[src/rtl/tl_ul_arb2.sv]
// Two-client TileLink-UL arbiter: round-robin A-channel merge with a grant lock
// under backpressure, D routing by the widened source bit, per-client outstanding counts.
module tl_ul_arb2 #(
  parameter int SRC_W   = 2,
  parameter int ADDR_W  = 30,
  parameter int MAX_OUT = 4
) (
  input  logic              clock,
  input  logic              reset_n,
  // client 0
  input  logic              c0_a_valid,
  output logic              c0_a_ready,
  input  logic [2:0]        c0_a_opcode,
  input  logic [2:0]        c0_a_param,
  input  logic [1:0]        c0_a_size,
  input  logic [SRC_W-1:0]  c0_a_source,
  input  logic [ADDR_W-1:0] c0_a_address,
  input  logic [3:0]        c0_a_mask,
  input  logic [31:0]       c0_a_data,
  output logic              c0_d_valid,
  input  logic              c0_d_ready,
  output logic [2:0]        c0_d_opcode,
  output logic [1:0]        c0_d_param,
  output logic [1:0]        c0_d_size,
  output logic [SRC_W-1:0]  c0_d_source,
  output logic              c0_d_sink,
  output logic              c0_d_denied,
  output logic [31:0]       c0_d_data,
  output logic              c0_d_corrupt,
  // client 1
  input  logic              c1_a_valid,
  output logic              c1_a_ready,
  input  logic [2:0]        c1_a_opcode,
  input  logic [2:0]        c1_a_param,
  input  logic [1:0]        c1_a_size,
  input  logic [SRC_W-1:0]  c1_a_source,
  input  logic [ADDR_W-1:0] c1_a_address,
  input  logic [3:0]        c1_a_mask,
  input  logic [31:0]       c1_a_data,
  output logic              c1_d_valid,
  input  logic              c1_d_ready,
  output logic [2:0]        c1_d_opcode,
  output logic [1:0]        c1_d_param,
  output logic [1:0]        c1_d_size,
  output logic [SRC_W-1:0]  c1_d_source,
  output logic              c1_d_sink,
  output logic              c1_d_denied,
  output logic [31:0]       c1_d_data,
  output logic              c1_d_corrupt,
  // manager A
  output logic              m_a_valid,
  input  logic              m_a_ready,
  output logic [2:0]        m_a_opcode,
  output logic [2:0]        m_a_param,
  output logic [1:0]        m_a_size,
  output logic [SRC_W:0]    m_a_source,
  output logic [ADDR_W-1:0] m_a_address,
  output logic [3:0]        m_a_mask,
  output logic [31:0]       m_a_data,
  // manager D
  input  logic              m_d_valid,
  output logic              m_d_ready,
  input  logic [2:0]        m_d_opcode,
  input  logic [1:0]        m_d_param,
  input  logic [1:0]        m_d_size,
  input  logic [SRC_W:0]    m_d_source,
  input  logic              m_d_sink,
  input  logic              m_d_denied,
  input  logic [31:0]       m_d_data,
  input  logic              m_d_corrupt,
  output logic              err_unexpected_d
);
  localparam int CNT_W = 4;

  logic [1:0] a_valid;
  logic [1:0] elig;
  logic [1:0] d_unexp;
  logic       win;
  logic       a_fire;
  logic       d_fire;
  logic       d_idx;
  logic       lock_q, lock_d;
  logic       lock_idx_q, lock_idx_d;
  logic       rr_q, rr_d;
  logic       err_q, err_d;

  assign a_valid = {c1_a_valid, c0_a_valid};
  assign d_idx   = m_d_source[SRC_W];

  // A held-off request keeps its grant so the manager sees a stable payload.
  always_comb begin
    if (lock_q)
      win = lock_idx_q;
    else if (&elig)
      win = rr_q;
    else
      win = elig[1];
  end

  assign m_a_valid   = lock_q ? elig[lock_idx_q] : |elig;
  assign a_fire      = m_a_valid & m_a_ready;
  assign c0_a_ready  = m_a_ready & m_a_valid & ~win;
  assign c1_a_ready  = m_a_ready & m_a_valid & win;

  assign m_a_opcode  = win ? c1_a_opcode  : c0_a_opcode;
  assign m_a_param   = win ? c1_a_param   : c0_a_param;
  assign m_a_size    = win ? c1_a_size    : c0_a_size;
  assign m_a_source  = {win, (win ? c1_a_source : c0_a_source)};
  assign m_a_address = win ? c1_a_address : c0_a_address;
  assign m_a_mask    = win ? c1_a_mask    : c0_a_mask;
  assign m_a_data    = win ? c1_a_data    : c0_a_data;

  assign c0_d_valid  = m_d_valid & ~d_idx;
  assign c1_d_valid  = m_d_valid & d_idx;
  assign m_d_ready   = d_idx ? c1_d_ready : c0_d_ready;
  assign d_fire      = m_d_valid & m_d_ready;

  assign c0_d_opcode  = m_d_opcode;
  assign c0_d_param   = m_d_param;
  assign c0_d_size    = m_d_size;
  assign c0_d_source  = m_d_source[SRC_W-1:0];
  assign c0_d_sink    = m_d_sink;
  assign c0_d_denied  = m_d_denied;
  assign c0_d_data    = m_d_data;
  assign c0_d_corrupt = m_d_corrupt;
  assign c1_d_opcode  = m_d_opcode;
  assign c1_d_param   = m_d_param;
  assign c1_d_size    = m_d_size;
  assign c1_d_source  = m_d_source[SRC_W-1:0];
  assign c1_d_sink    = m_d_sink;
  assign c1_d_denied  = m_d_denied;
  assign c1_d_data    = m_d_data;
  assign c1_d_corrupt = m_d_corrupt;

  // Per-client outstanding counter; eligibility looks only at the registered count.
  generate
    for (genvar gi = 0; gi < 2; gi++) begin : g_client
      logic [CNT_W-1:0] cnt_q, cnt_d;
      logic             mine_a, mine_d, inc, dec;

      assign mine_a      = a_fire && (win == 1'(gi));
      assign mine_d      = d_fire && (d_idx == 1'(gi));
      assign inc         = mine_a && (cnt_q != CNT_W'(MAX_OUT));
      assign dec         = mine_d && (cnt_q != '0);
      assign d_unexp[gi] = mine_d && (cnt_q == '0);
      assign elig[gi]    = a_valid[gi] && (cnt_q < CNT_W'(MAX_OUT));

      always_comb begin
        cnt_d = cnt_q;
        if (inc && !dec)
          cnt_d = cnt_q + 1'b1;
        else if (dec && !inc)
          cnt_d = cnt_q - 1'b1;
      end

      always_ff @(posedge clock or negedge reset_n) begin
        if (!reset_n)
          cnt_q <= '0;
        else
          cnt_q <= cnt_d;
      end
    end
  endgenerate

  assign lock_d     = m_a_valid & ~m_a_ready;
  assign lock_idx_d = lock_d ? win : lock_idx_q;
  assign rr_d       = a_fire ? ~win : rr_q;
  assign err_d      = err_q | (|d_unexp);

  always_ff @(posedge clock or negedge reset_n) begin
    if (!reset_n) begin
      lock_q     <= 1'b0;
      lock_idx_q <= 1'b0;
      rr_q       <= 1'b0;
      err_q      <= 1'b0;
    end else begin
      lock_q     <= lock_d;
      lock_idx_q <= lock_idx_d;
      rr_q       <= rr_d;
      err_q      <= err_d;
    end
  end

  assign err_unexpected_d = err_q;
endmodule

[config.mk]
export PLATFORM = sky130hd
export DESIGN_NAME = tl_ul_arb2
export DESIGN_NICKNAME = d
export VERILOG_FILES = /design/src/rtl/tl_ul_arb2.sv
export SDC_FILE = /design/constraint.sdc
export NUM_CORES = 1
export LEC_CHECK = 0
export CAP_MARGIN = 20
export CORE_AREA = 10 10 139 141
export DETAILED_ROUTE_END_ITERATION = 6
export DIE_AREA = 0 0 149 151
export HOLD_SLACK_MARGIN = 0.08
export MAX_ROUTING_LAYER = met4
export PLACE_DENSITY = 0.61
export SLEW_MARGIN = 20
export SYNTH_ARGS = -nofsm -noshare
export SYNTH_HDL_FRONTEND = slang
export SYNTH_SLANG_ARGS = --single-unit
[constraint.sdc]
create_clock -name clock -period 7.5 [get_ports clock]
set_clock_uncertainty 0.2 [all_clocks]
set_input_delay 1.5 -clock clock [delete_from_list [all_inputs] [get_ports clock]]
set_output_delay 1.5 -clock clock [all_outputs]
set_load 0.005 [all_outputs]
==> summary.txt, run 1 <==
Outcome
  – Outcome: finished, final reports clean

Clocking
  – CTS clk-pin slew, worst paths: ~40 ps
  – CTS tree: yes
  – Hold buffer count at CTS: 0
  – Clock Sinks: 12
  – Root buffer cell: clkbuf_16
  – Skew-Pair Late Insertion Delay: 240 ps
  – Setup Buffers After CTS: 0
  – Clock Path Buffers: 2
  – Gates resized, CTS repair: 0
  – # H-tree levels: 1
  – CTS Buf Count: 3

Setup path
  – Critical path fanouts, max: 77
  – CP max stage delay: 800 ps
  – CP Launch Type: input port
  – Bufs and invs on worst path: 3
  – CP most frequent cell: clkdlybuf4s50_1
  – Worst path cell trace: clkdlybuf4s50_1 -> or3b_1 -> o31ai_4 -> buf_4 -> mux2_2 -> clkdlybuf4s50_1
  – Critical Path Sink Type: primary output
  – Crit Path Class: input port to primary output
  – Crit path DAT: 4370 ps
  – Top Family by Delay on Critical Path: buffers and inverters
  – Critical-path top delay cell: buf_4
  – Worst Path Required: 5800 ps

STA
  – Endpoints failing hold: 0
  – Final setup viols: 0
  – Slew of the pin with the lowest slew margin: around 1000 ps
  – Max Freq: approximately 160 MHz
  – Period utilization: 0.810
  – Max Transition Viols Final: 0
  – Final setup TNS: 0 ps
  – Max-slew headroom: 0.314
  – Unrepaired setup endpoints after global routing: false
  – Final Critical Period: slightly above 6000 ps
  – Setup WS post-layout: 1430 ps

GRT
  – Final global-route overflow total: 0
  – Initial antenna violation count: 0
  – Maximum number of pins on one net before global-route repair: 78
  – M3 GR Usage: 0.0540
  – GR Util met2: 0.176
  – Vias in the first global route: 2703
  – Met1 GRT Util: 0.128
  – Grt peak-use layer: met2
  – First-pass GRT wire length: 18600 µm
  – GRT Resource Usage Total: 0.111

Min path
  – Min-delay worst type: register to register

Yosys
  – Synth cell types: 37
  – YS warnings: 0
  – Synthesized netlist net count: 481
  – Register area share after synthesis: 0.120
  – Most used DFF post-synth: dfrtp_1
  – Mapped cell area: 2500 µm²
  – Ys async rst share: 1.00
  – EDFF count, synth: 0
  – Cells after Synth: 268
  – Post-Syn Area per Cell: a little over 9 µm²
  – Synth Register Bits: 12

Pwr
  – Leak: 1.63 nW
  – Maximum vdd drop: 0.170 mV
  – Cell Pwr Density: 243 nW/µm²

Floorplan
  – Core outline area: 16500 µm²
  – Chip width: 149 µm
  – Die area: 22500 µm²
  – Ports: 377
  – FP Rows: 47
  – Initial Utilization: 0.152
  – Die height: 151 µm

Layout
  – Diode count: 0
  – Fillers: between 1500 and 2000
  – Layout Nets: approximately 630
  – Share of cells above drive strength 1: 0.132
  – Area delta synth->final: 82.5%

Drt
  – Residual DRC: 0
  – ANT nets after route: 0
  – Vias per cell: 3.97
  – WL final: 13900 µm
  – Initial drt markers: 86
  – Detailed-route via count: 2532
  – Total iterations of the first detailed-routing run: 4
  – WL/cell: 21.7 µm

Placement
  – DP HPWL: between 10000 and 15000 µm
  – Final Wtd Congestion: 0.825
  – I/O Buffers: between 200 and 250
  – Pre-CTS setup slack: 1410 ps

Flow run
  – Max-Cap Viols: 0
[worst paths after layout]
path | from | endpoint | slack [ps] | depth (start not counted)
max | c1_a_valid | m_a_address[1] | 1430 | 6
min | err_unexpected_d$_DFF_PN0_ | err_unexpected_d$_DFF_PN0_ | 260 | 1
max reg2reg | g_client[1].cnt_q[3]$_DFFE_PN0P_ | g_client[0].cnt_q[3]$_DFFE_PN0P_ | 4410 | 9
min reg2reg | err_unexpected_d$_DFF_PN0_ | err_unexpected_d$_DFF_PN0_ | 260 | 1
max in group asynchronous | reset_n | lock_idx_q$_DFFE_PN0P_ | 5290 | 1
min in group asynchronous | reset_n | g_client[0].cnt_q[2]$_DFFE_PN0P_ | 1430 | 1
[synthesized netlist by cell type, types with 2 or more instances]
| master | count | area (µm²) |
|---|---|---|
| mux2i_1 | 2 | 20.0 |
| nand3_1 | 6 | 30.0 |
| o21ai_0 | 3 | 15.0 |
| clkbuf_1 | 2 | 7.51 |
| ha_1 | 6 | 75.1 |
| or3_1 | 2 | 12.5 |
| buf_4 | 89 | 668 |
| a2111o_1 | 2 | 22.5 |
| nor3_1 | 3 | 15.0 |
| mux2_2 | 49 | 552 |
| fa_1 | 2 | 40.0 |
| xnor2_1 | 4 | 35.0 |
| buf_2 | 4 | 20.0 |
| buf_6 | 4 | 45.0 |
| nand2b_1 | 2 | 12.5 |
| o211ai_1 | 4 | 30.0 |
| mux2_1 | 29 | 327 |
| nand4_1 | 2 | 12.5 |
| nand2_1 | 9 | 33.8 |
| nand3b_1 | 2 | 15.0 |
| dfrtp_1 | 12 | 300 |
| or4_1 | 4 | 30.0 |
| inv_1 | 3 | 11.3 |
| a21oi_1 | 10 | 50.1 |
[cells in the final DEF, fill, tap and decap left out, types with 2 or more instances in the layout]
cell type / n
nand2b_1: 2
nand3b_1: 2
nor3_1: 3
xnor2_1: 4
o21ai_0: 3
clkbuf_16: 3
nand2_1: 9
nand3_1: 6
or4_1: 4
fa_1: 2
a21oi_1: 10
a2111o_1: 2
nand4_1: 2
inv_1: 3
clkdlybuf4s50_1: 244
o211ai_1: 4
dfrtp_1: 12
or3_1: 2
mux2_1: 29
mux2_2: 49
ha_1: 6
mux2i_1: 2
[power breakdown]
part	internal, mW	switching [mW]	leakage (nW)
combinational	0.534	0.338	1.45
clock	0.0693	0.0265	0.0370
sequential	0.0966	0.0432	0.143
total	0.700	0.408	1.63
[through the flow]
step	total power [mW]	util	hold slack, ps	instances	instance area (µm²)
finish	1.11	0.277	258	637	4560
global route	1.19	0.277	281	637	4560
CTS	1.13	0.277	260	637	4560
detailed placement	1.02	0.272	246	634	4480
global placement	0.996	0.272	246	634	4480
floorplan	0.609	-	251	268	2500
[cell type report]
| class | count | area, µm² | share of cell area |
|---|---|---|---|
| Clock buffer | 3 | 75.1 | 0.0165 |
| Inverter | 3 | 11.3 | 0.00247 |
| Multi-Input combinational cell | 154 | 1450 | 0.317 |
| Sequential cell | 12 | 300 | 0.0659 |
| Tap cell | 220 | 275 | 0.0604 |
| Timing Repair Buffer | 245 | 2450 | 0.538 |
[sequential cells by signal, indices dropped and copies added, names as in the netlist]
signal and cells:
err_unexpected_d 1, lock_q 1, lock_idx_q 1, g_client.cnt_q 8, rr_q 1
[logic make-up (layout without fill, tap and decap cells)]
family / Yosys count / after routing / synth area share
AO/OA/AOI/OAI: 24 / 24 / 0.0681
flip-flops: 12 / 12 / 0.120
multiplexers: 80 / 80 / 0.360
AND/OR/NAND/NOR: 38 / 38 / 0.0907
adder cells (fa/ha/maj): 8 / 8 / 0.0461
buffers and inverters: 102 / 251 / 0.301
XOR/XNOR: 4 / 4 / 0.0140
[routing by layer]
layer  vias up  share of wire
li1       1165              -
met1      1148           0.41
met2       212           0.47
met3         7           0.12
met4         0         0.0043
met5         -              0
Power figures use the tool's default switching activity.
==> run 2, diff against run 1 <==
CORE_AREA = 10 10 138 140   (was 10 10 139 141)
DIE_AREA = 0 0 148 150   (was 0 0 149 151)
PLACE_DENSITY = 0.64   (was 0.61)
clock period = 5.06 ns   (was 7.5 ns; I/O delays follow)
==> summary.txt, run 2 (same netlist as run 1, synthesis figures left out) <==
Floorplan
  – Initial Utilization: 0.153
  – Ports: 377
  – FP Rows: 47
  – Die height: 150 µm
  – Chip width: between 100 and 150 µm
  – Core outline area: around 16000 µm²
  – Die area: 22200 µm²

Setup path
  – Crit path DAT: 3470 ps
  – Critical Path Sink Type: primary output
  – Crit Path Class: input port to primary output
  – Worst Path Required: 3850 ps
  – Reg2reg setup slack: 1900 ps
  – CP Launch Type: input port
  – R2R depth: 9
  – Critical path fanouts, max: 46

Drt
  – Total iterations of the first detailed-routing run: 4
  – Residual DRC: 0
  – ANT nets after route: 0
  – WL/cell: 22.0 µm
  – Initial drt markers: 90
  – Detailed-route via count: 2532
  – Vias per cell: 3.95
  – WL final: 14100 µm

Clocking
  – Clock Sinks: 12
  – CTS clk-pin slew, worst paths: 50 ps
  – Root buffer cell: clkbuf_16
  – Clock Path Buffers: 2
  – Gates resized, CTS repair: 0
  – # H-tree levels: 1
  – CTS tree: yes
  – Skew-Pair Late Insertion Delay: around 250 ps
  – CTS Buf Count: 3
  – Setup Buffers After CTS: 0
  – Hold buffer count at CTS: 0

GRT
  – Final global-route overflow total: 0
  – Vias in the first global route: 2687
  – Maximum number of pins on one net before global-route repair: 47
  – Initial antenna violation count: 1
  – GRT Resource Usage Total: 0.116
  – First-pass GRT wire length: 18900 µm

STA
  – Endpoints failing hold: 0
  – Final setup viols: 0
  – Max-slew headroom: 0.597
  – Max Transition Viols Final: 0
  – Final setup TNS: 0 ps
  – Unrepaired setup endpoints after global routing: false
  – Max Freq: between 200 and 250 MHz
  – Period utilization: 0.925
  – Final Critical Period: 4680 ps
  – Slew of the pin with the lowest slew margin: 603 ps

Placement
  – Final Wtd Congestion: between 0.8 and 0.9
  – I/O Buffers: 244
  – DP HPWL: roughly 12000 µm

Pwr
  – Cell Pwr Density: roughly 370 nW/µm²
  – Maximum vdd drop: 0.280 mV
  – Leak: 1.65 nW
  – Total power: 1.69 mW

Layout
  – Max FFs per register: 8
  – Fillers: 1746
  – Biggest register: g_client.cnt_q
  – Area delta synth->final: 84.5%
  – Layout Nets: 633
  – Most frequent cells in the layout: 244 x clkdlybuf4s50_1, 49 x mux2_2, 29 x mux2_1, 12 x dfrtp_1, 10 x a21oi_1
  – Most common cell after layout, fill and taps aside: clkdlybuf4s50_1
  – Area of the multi-input gates: around 1400 µm²
  – Register area: about 300 µm²
  – Share of cells above drive strength 1: 0.136

Min path
  – Min-delay worst type: register to register
  – Min-Delay Path Depth: 1

Outcome
  – Outcome: finished, final reports clean

Flow run
  – Max-Cap Viols: 0
## run 2: changes by cell type in the layout (fill, tap and decap cells not counted), sizes merged
cell	before	now
buf	1	2
clkbuf	3	4
diode	0	2
## run 2: worst max-delay path, stage by stage
cell	delay, ps
clkdlybuf4s50_1	470
or3b_1	420
o31ai_4	300
buf_12	290
mux2_2	440
clkdlybuf4s50_1	490
## run 2: metrics by stage
stage / cells / setup WS [ps] / util / hold slack (ps) / instance area (µm²)
after floorplan: 268 / 1550 / - / 251 / 2500
after global placement: 635 / 419 / 0.276 / 248 / 4510
after detailed placement: 635 / 387 / 0.276 / 250 / 4510
after CTS: 639 / 390 / 0.282 / 267 / 4600
after global routing: 640 / 277 / 0.282 / 280 / 4610
final: 641 / 378 / 0.282 / 260 / 4610
## run 2: layout make-up
cell class	instances	area share
antenna	2	0.00109
timing repair buffer	246	0.539
inverter	3	0.00244
clock buffer	4	0.0193
tap	220	0.0597
multi-input combinational	154	0.314
sequential	12	0.0652
## run 2: metal layers
layer	wire [µm]	global-route usage
met1	5410	0.126
met2	6710	0.186
met3	1920	0.0682
met4	40	0.0104
met5	0	-
## run 2: worst paths after layout
kind / to / from
setup / recovery: m_a_mask[3] / c1_a_valid
hold / removal: err_unexpected_d$_DFF_PN0_ / err_unexpected_d$_DFF_PN0_
setup reg to reg: g_client[0].cnt_q[3]$_DFFE_PN0P_ / g_client[1].cnt_q[3]$_DFFE_PN0P_
hold reg to reg: err_unexpected_d$_DFF_PN0_ / err_unexpected_d$_DFF_PN0_
max in group asynchronous: lock_idx_q$_DFFE_PN0P_ / reset_n
min in group asynchronous: lock_q$_DFF_PN0_ / reset_n
## run 2: where the power goes
part	internal, mW	leakage [nW]	switching, mW
registers	0.143	0.143	0.0658
clock network	0.120	0.0442	0.0451
logic	0.813	1.46	0.504
total	1.08	1.65	0.615
==> run 3, diff against run 2 <==
PLACE_DENSITY = 0.62   (was 0.64)
clock period = 4.3 ns   (was 5.06 ns; I/O delays follow)
==> summary.txt, run 3 (same netlist as run 1, synthesis figures left out) <==
Placement
  – Placed cell count: about 640
  – Pre-CTS setup slack: -114 ps
  – DP HPWL: 12100 µm
  – Placed Area: 4520 µm²
  – I/O Buffers: roughly 240
  – Final Wtd Congestion: 0.801

Drt
  – Detailed-route via count: 2585
  – Vias per cell: 4.03
  – Total iterations of the first detailed-routing run: 5
  – WL/cell: 21.8 µm
  – WL final: approximately 14000 µm
  – Initial drt markers: 77
  – Residual DRC: 0
  – ANT nets after route: 0

Clocking
  – Root buffer cell: clkbuf_16
  – Clock Sinks: 12
  – # H-tree levels: 1
  – CTS clk-pin slew, worst paths: 50 ps
  – Clock Path Buffers: 2
  – Skew-Pair Late Insertion Delay: 240 ps
  – CTS tree: yes
  – Hold buffer count at CTS: 0
  – CTS Buf Count: 3

Setup path
  – CP Launch Type: input port
  – CP max stage delay: approximately 470 ps
  – Critical Path Sink Type: primary output
  – Critical-path top delay cell: clkdlybuf4s50_1
  – Worst path cell trace: clkdlybuf4s50_1 -> or3b_4 -> o31ai_4 -> buf_12 -> bufbuf_16 -> mux2_2 -> clkdlybuf4s50_1
  – Critical path fanouts, max: 21
  – CP most frequent cell: clkdlybuf4s50_1
  – Crit Path Class: input port to primary output
  – Worst Path Required: 3240 ps
  – Crit path DAT: between 3000 and 4000 ps

GRT
  – Maximum number of pins on one net before global-route repair: 36
  – Vias in the first global route: ~2700
  – First-pass GRT wire length: 19200 µm
  – GRT Resource Usage Total: 0.115
  – Initial antenna violation count: 1
  – Final global-route overflow total: 0

Pwr
  – Switch share: 0.359
  – Sequential share of power: 0.121
  – Maximum vdd drop: 0.335 mV
  – Switching power: between 700 and 800 µW
  – Cell Pwr Density: 442 nW/µm²
  – Leak: 1.70 nW
  – Total power: 2.06 mW
  – Logic pwr share: 0.786
  – Internal power: 1.32 mW
  – Clock power frac: 0.093

Floorplan
  – Initial Utilization: 0.153
  – Die area: 22200 µm²
  – Die height: 150 µm
  – Ports: 377
  – FP Rows: 47
  – Core outline area: 16300 µm²
  – Chip width: 148 µm

Layout
  – Util after Layout: 0.285
  – Most common cell after layout, fill and taps aside: clkdlybuf4s50_1
  – Layout Nets: ~640
  – Post-route cell area: 4670 µm²
  – Max FFs per register: 8
  – Fillers: 1740
  – Diode count: 0
  – Share of cells above drive strength 1: 0.149
  – Area delta synth->final: 86.8%
  – Most frequent cells in the layout: 238 x clkdlybuf4s50_1, 49 x mux2_2, 27 x mux2_1, 12 x dfrtp_1, 10 x a21oi_1
  – Final Non-Filler Cells: around 640
  – Biggest register: g_client.cnt_q

STA
  – Setup WS post-layout: 12.7 ps
  – Max Transition Viols Final: 0
  – Hold_ws: approximately 260 ps
  – Unrepaired setup endpoints after global routing: true
  – Max Freq: 233 MHz
  – Final setup TNS: 0 ps
  – Max-slew headroom: 0.607
  – Slew of the pin with the lowest slew margin: 588 ps
  – Final setup viols: 0
  – Final Critical Period: 4290 ps
  – Period utilization: 0.997
  – Endpoints failing hold: 0

Flow run
  – Max-Cap Viols: 0

Outcome
  – Outcome: finished, final reports clean

Min path
  – Min-delay worst type: register to register
## run 3: per-layer routing
layer	up-vias	routed length, µm	global-route usage
met5	-	0	-
met4	0	87	0.0134
met3	8	1920	0.0700
met2	232	6290	0.174
met1	1170	5690	0.132
li1	1175	-	-
## run 3: repair_timing
| item | in CTS | in global routing |
|---|---|---|
| resized for setup | 11 | 0 |
| gates cloned | 1 | 0 |
| endpoints found under the setup margin | 8 | 54 |
| pin swaps | 1 | 1 |
| setup buffers | 1 | 0 |
## run 3: critical path: cells and delay by family
family / cells / cell delay (ps)
and+or+nand+nor: 1 / 410
AOI/OAI and AO/OA: 1 / 220
muxes: 1 / 350
buffers and inverters: 4 / 1390
## run 3: power groups by stage
| stage | Combinational (mW) | Clock [mW] | Sequential, mW |
|---|---|---|---|
| floorplan | 0.835 | 0 | 0.227 |
| global placement | 1.53 | 0 | 0.243 |
| detailed placement | 1.56 | 0 | 0.248 |
| CTS | 1.64 | 0.198 | 0.247 |
| global route | 1.74 | 0.201 | 0.260 |
| finish | 1.62 | 0.192 | 0.250 |
## run 3: path summary, 6_finish.rpt
| kind | startpoint | end | slack, ps | cells after the start |
|---|---|---|---|---|
| max in group asynchronous | reset_n | g_client[0].cnt_q[2]$_DFFE_PN0P_ | 2720 | 1 |
| setup reg to reg | g_client[1].cnt_q[3]$_DFFE_PN0P_ | g_client[0].cnt_q[3]$_DFFE_PN0P_ | 1220 | 9 |
| setup / recovery | c1_a_valid | m_a_address[12] | 10 | 7 |
| hold reg to reg | err_unexpected_d$_DFF_PN0_ | err_unexpected_d$_DFF_PN0_ | 260 | 1 |
| hold / removal | err_unexpected_d$_DFF_PN0_ | err_unexpected_d$_DFF_PN0_ | 260 | 1 |
| min in group asynchronous | reset_n | lock_q$_DFF_PN0_ | 790 | 1 |
## run 3: cell type report
| cell class | count | area (µm²) | share of cell area |
|---|---|---|---|
| Clock buffer | 4 | 88.8 | 0.0190 |
| Inverter | 3 | 11.3 | 0.00241 |
| Multi-Input combinational cell | 154 | 1460 | 0.312 |
| Sequential cell | 12 | 300 | 0.0644 |
| Tap cell | 220 | 275 | 0.0590 |
| Timing Repair Buffer | 249 | 2530 | 0.543 |
